--- src/rtl/gate_pkg.sv ---
// Shared types, output-decode constants and width helpers for the parametrised
// parking-gate PIN controller.
package gate_pkg;

   typedef enum logic [3:0] {
      CLOSED  = 4'b0001,
      OPEN    = 4'b0010,
      LOCKOUT = 4'b0100,
      BLOCKED = 4'b1000
   } gate_state_e;

   typedef struct packed {
      logic cerrado;
      logic abierto;
      logic alarma;
      logic bloqueo;
   } gate_out_t;

   localparam gate_out_t OUT_CLOSED  = 4'b1000;
   localparam gate_out_t OUT_OPEN    = 4'b0100;
   localparam gate_out_t OUT_LOCKOUT = 4'b1010;
   localparam gate_out_t OUT_BLOCKED = 4'b0011;

   function automatic int max_int(input int a, input int b);
      return (a > b) ? a : b;
   endfunction

   function automatic int cnt_width(input int max_tries);
      return (max_tries < 1) ? 1 : $clog2(max_tries + 1);
   endfunction

   // A zero-width timer is illegal, so both-disabled still gets one bit.
   function automatic int tmr_width(input int open_timeout, input int lock_cycles);
      int w;
      w = $clog2(max_int(open_timeout, lock_cycles) + 1);
      return (w < 1) ? 1 : w;
   endfunction

   // In OPEN the alarm follows the held-open flag; elsewhere it is fixed per state.
   function automatic gate_out_t decode_out(input gate_state_e s, input logic timeout);
      gate_out_t o;
      case (s)
         OPEN: begin
            o        = OUT_OPEN;
            o.alarma = timeout;
         end
         LOCKOUT: o = OUT_LOCKOUT;
         BLOCKED: o = OUT_BLOCKED;
         default: o = OUT_CLOSED;
      endcase
      return o;
   endfunction

endpackage

--- src/rtl/gate_sat_timer.sv ---
// Saturating up-counter shared by the OPEN hold timer and the LOCKOUT release timer.
module gate_sat_timer #(
   parameter int WIDTH = 4
) (
   input  logic             Clk,
   input  logic             clr,
   input  logic             en,
   output logic [WIDTH-1:0] count
);

   always_ff @(posedge Clk) begin
      if (clr) begin
         count <= '0;
      end else if (en && (count != {WIDTH{1'b1}})) begin
         count <= count + 1'b1;
      end
   end

endmodule

--- src/rtl/gate_controller_param.sv ---
// Parametrised parking-gate PIN controller: PIN check, failed-attempt lockout,
// tailgate block, held-open alarm and optional timed lockout release.
module gate_controller_param
   import gate_pkg::*;
#(
   parameter int               PIN_W        = 8,
   parameter logic [PIN_W-1:0] PIN_CORRECT  = PIN_W'('h10),
   parameter int               MAX_TRIES    = 3,
   parameter int               OPEN_TIMEOUT = 16,
   parameter int               LOCK_CYCLES  = 0,
   localparam int              CNT_W        = cnt_width(MAX_TRIES)
) (
   input  logic             Clk,
   input  logic             Reset,
   input  logic             Vehiculo,
   input  logic             Termino,
   input  logic             enterPin,
   input  logic [PIN_W-1:0] Pin,
   output logic             Cerrado,
   output logic             Abierto,
   output logic             Alarma,
   output logic             Bloqueo,
   output logic [CNT_W-1:0] Intentos,
   output logic             Timeout
);

   localparam int             TW       = tmr_width(OPEN_TIMEOUT, LOCK_CYCLES);
   localparam logic [TW-1:0]  OPEN_END = (OPEN_TIMEOUT > 0) ? TW'(OPEN_TIMEOUT - 1) : '0;
   localparam logic [TW-1:0]  LOCK_END = (LOCK_CYCLES > 0)  ? TW'(LOCK_CYCLES - 1)  : '0;
   localparam logic [CNT_W-1:0] CNT_MAX  = CNT_W'(MAX_TRIES);
   localparam logic [CNT_W-1:0] CNT_LAST = CNT_W'(MAX_TRIES - 1);

   gate_state_e      state_q;
   gate_state_e      state_n;
   logic [CNT_W-1:0] count_q;
   logic [CNT_W-1:0] count_n;
   logic             timeout_q;
   logic             timeout_n;
   logic [TW-1:0]    timer;
   logic             timer_clr;
   logic             timer_en;
   logic             pin_ok;
   gate_out_t        out_n;

   assign pin_ok = enterPin && (Pin == PIN_CORRECT);

   always_comb begin
      state_n = state_q;
      count_n = count_q;
      case (state_q)
         CLOSED: begin
            if (Vehiculo && enterPin) begin
               if (Pin == PIN_CORRECT) begin
                  state_n = OPEN;
                  count_n = '0;
               end else if (count_q == CNT_LAST) begin
                  state_n = LOCKOUT;
                  count_n = CNT_MAX;
               end else begin
                  count_n = count_q + CNT_W'(1);
               end
            end
         end
         LOCKOUT: begin
            // A correct PIN takes priority over the release on the expiry cycle.
            if (pin_ok) begin
               state_n = OPEN;
               count_n = '0;
            end else if ((LOCK_CYCLES > 0) && (timer == LOCK_END)) begin
               state_n = CLOSED;
               count_n = '0;
            end
         end
         OPEN: begin
            if (Termino) begin
               state_n = Vehiculo ? BLOCKED : CLOSED;
            end
         end
         BLOCKED: begin
            if (pin_ok) begin
               state_n = OPEN;
            end
         end
         default: begin
            state_n = CLOSED;
            count_n = '0;
         end
      endcase
   end

   assign timer_en  = (state_q == OPEN) || (state_q == LOCKOUT);
   assign timer_clr = Reset || (state_n != state_q);

   gate_sat_timer #(
      .WIDTH (TW)
   ) u_timer (
      .Clk   (Clk),
      .clr   (timer_clr),
      .en    (timer_en),
      .count (timer)
   );

   // Flag is set on the edge that takes the timer to OPEN_TIMEOUT and held until OPEN is left.
   assign timeout_n = (OPEN_TIMEOUT > 0) && (state_q == OPEN) && (state_n == OPEN) &&
                      (timeout_q || (timer == OPEN_END));

   assign out_n = decode_out(state_n, timeout_n);

   always_ff @(posedge Clk) begin
      if (Reset) begin
         state_q   <= CLOSED;
         count_q   <= '0;
         timeout_q <= 1'b0;
         Cerrado   <= 1'b1;
         Abierto   <= 1'b0;
         Alarma    <= 1'b0;
         Bloqueo   <= 1'b0;
      end else begin
         state_q   <= state_n;
         count_q   <= count_n;
         timeout_q <= timeout_n;
         Cerrado   <= out_n.cerrado;
         Abierto   <= out_n.abierto;
         Alarma    <= out_n.alarma;
         Bloqueo   <= out_n.bloqueo;
      end
   end

   assign Intentos = count_q;
   assign Timeout  = timeout_q;

endmodule

--- config.mk ---
export PLATFORM = sky130hd
export DESIGN_NAME = gate_controller_param
export DESIGN_NICKNAME = d
export VERILOG_FILES = /design/src/rtl/gate_pkg.sv /design/src/rtl/gate_sat_timer.sv /design/src/rtl/gate_controller_param.sv
export SDC_FILE = /design/constraint.sdc
export NUM_CORES = 1
export LEC_CHECK = 0
export ABC_AREA = 1
export CAP_MARGIN = 30
export CORE_MARGIN = 8
export CORE_UTILIZATION = 53
export DETAILED_ROUTE_END_ITERATION = 8
export GPL_TIMING_DRIVEN = 0
export PLACE_DENSITY = 0.8
export SETUP_SLACK_MARGIN = 0.02
export SLEW_MARGIN = 20
export SYNTH_ARGS = -nofsm -noshare
export SYNTH_HDL_FRONTEND = slang
export SYNTH_SLANG_ARGS = --single-unit
--- constraint.sdc ---
create_clock -name Clk -period 3.1 [get_ports Clk]
set_input_delay 0.465 -clock Clk [delete_from_list [all_inputs] [get_ports Clk]]
set_output_delay 0.465 -clock Clk [all_outputs]
set_load 0.01 [all_outputs]
==> out/metrics.yaml <==
p_leak_nw: 0.5817
seq_power_share_pct: 51.2
cts_inserted_buffers: 3
worstMarginPinSlew_ns: 0.3470
layout_common_cells: "nor2_1, nand2_1, inv_1"
pwr-share-clk_pct: 32.3
clkSinkCount: 16
placed_cells: 189
crit_type: "input pin to register"
min_from: "Reset"
cp_max_fo: 3
grt_first_pass_wirelength_mm: 3.608
clockBufferDepth: 2
setup_violations: 0
grt_pass1_vias: 894
min_to: "Bloqueo"
antenna-diode-count: 0
relSlewSlack_pct: 76.62
synth_cell_types: 22
synthesis.nets: 163
cap_viol_max_count: 0
status: "finished clean"
synth_area_um2: 958.4
pwr_density_cell_nw_per_um2: 347.4
nets: 186
routedWlPerCell_um: 10.96
cts_setup_buffers: 0
drc_errors: 0
via_per_inst: 4.845
yosys_register_bits: 16
synth_area_per_cell_um2: 6.565
skew_ns: 0.007439
cts_tree: "done"
vdd_ir_drop_max_uv: 424.9
required_ns: 3.28
cts-resized-gates: 0
start_util_pct: 56.12
r2r_end: "u_timer.count[1]"
ys_seq_area_share_pct: 33.42
slew_viol_final: 0
hp-class: "input pin to register"
syn_to_final_growth_pct: 25.85
arrival_ns: 1.95
wl_mm: 2.116
setup-tns-final_ns: 0
core_um2: 1708
startpoint_type: "input pin"
synth_area_leaders: "dfxtp_1, nor2_1, nand2_1, inv_1, ha_1"
min_period_ns: 1.763
die_area_um2: 3425
clkLatencyLatePin_ns: 0.29
timing.rr.start: "u_timer.count[0]"
grt-ovfl-total: 0
fillCellCount: 142
synth_cells: 146
drt_iter0_drc: 26
switchingPower_mw: 0.1033
timing.fmax_ghz: 0.5672
antenna_found_initial: 0
fin_ws_ns: 1.337
synth_top_area_share_pct: 33.42
cts_hold_buf: 0
die_x_um: 58.53
rsz0062_at_grt: "no"
top_level_ports: 20
dpl.hpwl_mm: 1.760
grt_max_degree: 10
power_frac_comb_pct: 16.5
num_vias: 935
hold_viol: 0
dp_slack_ns: 1.038
cts-root-buf: "clkbuf_4"
gp_congestion: 0.7726
holdWs_ns: 0.4952
layout_commonest_cell: "nor2_1"
fin_crit_sh_pct: 56.87
yosys_warnings: 0
cts.clk_slew.worst_paths_ns: 0.08
holdPathStages: 2
swShare_pct: 24.65
fin_cells: 193
drtPass1Iterations: 4
r2r_slack_ns: 1.48
ff2ff_path_depth: 9
drt.antenna.violating_nets: 0
cts_max_level: 1
drive_gt1_share_pct: 14.29
cell_internal_pwr_mw: 0.3157
die_h_um: 58.53
endpoint_kind: "register"
synth_area_leader_cell: "dfxtp_1"
fp-row-count: 15
grt_use_total_pct: 13.51
portBuffers: 18
-- registers in the layout, indices dropped and copies added (netlist names) --
name	count
Timeout	1
u_timer.count	5
Alarma	1
Bloqueo	1
state_q	4
Abierto	1
Cerrado	1
Intentos	2
-- worst max path at each step --
stage / start / end / cells past startpoint
after floorplan: u_timer.count[0] / u_timer.count[1] / 9
after global placement: Pin[1] / Intentos[1] / 9
after detailed placement: Pin[7] / Intentos[1] / 9
after CTS: Pin[1] / Intentos[1] / 9
after global routing: Pin[3] / Intentos[1] / 9
final: Pin[7] / Intentos[1] / 9
-- power by group through the flow --
stage	combinational, mW	sequential [mW]	clock, mW
finish	0.0692	0.214	0.135
global route	0.0779	0.216	0.148
CTS	0.0697	0.215	0.140
detailed placement	0.0692	0.219	0
global placement	0.0673	0.219	0
floorplan	0.0362	0.221	0
-- cells by family after synthesis --
logic type	after synthesis	share of synthesized area [%]
mux	1	1.175
fa+ha+maj	4	5.222
compound gates	11	6.136
buf+inv	27	10.70
xor+xnor	3	2.742
simple gates	84	40.60
flops	16	33.42
-- Yosys cell counts --
cell and number:
nor2_1 34, nand2_1 23, inv_1 22, dfxtp_1 16, nand3_1 9, nor2_2 6
a21oi_1 5, nand2_2 5, ha_1 4, o21ai_0 4, inv_2 3, nand3_2 3
and2_1 2, xor2_1 2, a31oi_1 1, buf_1 1, clkinv_2 1, mux2_2 1
nor2_4 1, nor3b_1 1, o21bai_1 1, xnor2_1 1
-- worst max-delay path, stage by stage --
cell and delay [ns]:
clkdlybuf4s50_1 0.41, nor2_1 0.11, nand3_1 0.07, nor2_1 0.20, nand2_1 0.13, a21oi_1 0.14
o21ai_0 0.16, o21ai_0 0.19, nor2_1 0.06
-- metal layers --
| metal | wire (um) | global-route usage [%] | vias up |
|---|---|---|---|
| met5 | 0 | 0 | - |
| met4 | 55 | 11.19 | 0 |
| met3 | 122 | 3.696 | 4 |
| met2 | 1005 | 22.20 | 26 |
| met1 | 933 | 14.04 | 413 |
| li1 | - | - | 492 |
-- layout make-up --
type | count | area [um2] | area share, %
Tap cell | 25 | 31.28 | 2.593
Buffer | 1 | 3.754 | 0.3112
Clock buffer | 4 | 36.28 | 3.008
Multi-Input combinational cell | 103 | 535.5 | 44.40
Inverter | 26 | 98.84 | 8.195
Sequential cell | 16 | 320.3 | 26.56
Timing Repair Buffer | 18 | 180.2 | 14.94
-- per-stage QoR --
step / util (%) / cell area, um2 / power (mW)
6_report: 70.62 / 1206 / 0.4190
5_1_grt: 70.62 / 1206 / 0.4414
4_1_cts: 70.62 / 1206 / 0.4240
3_5_place_dp: 68.50 / 1170 / 0.2887
3_3_place_gp: 68.50 / 1170 / 0.2863
2_1_floorplan: - / 958.4 / 0.2568
Power figures use the tool's default switching activity.
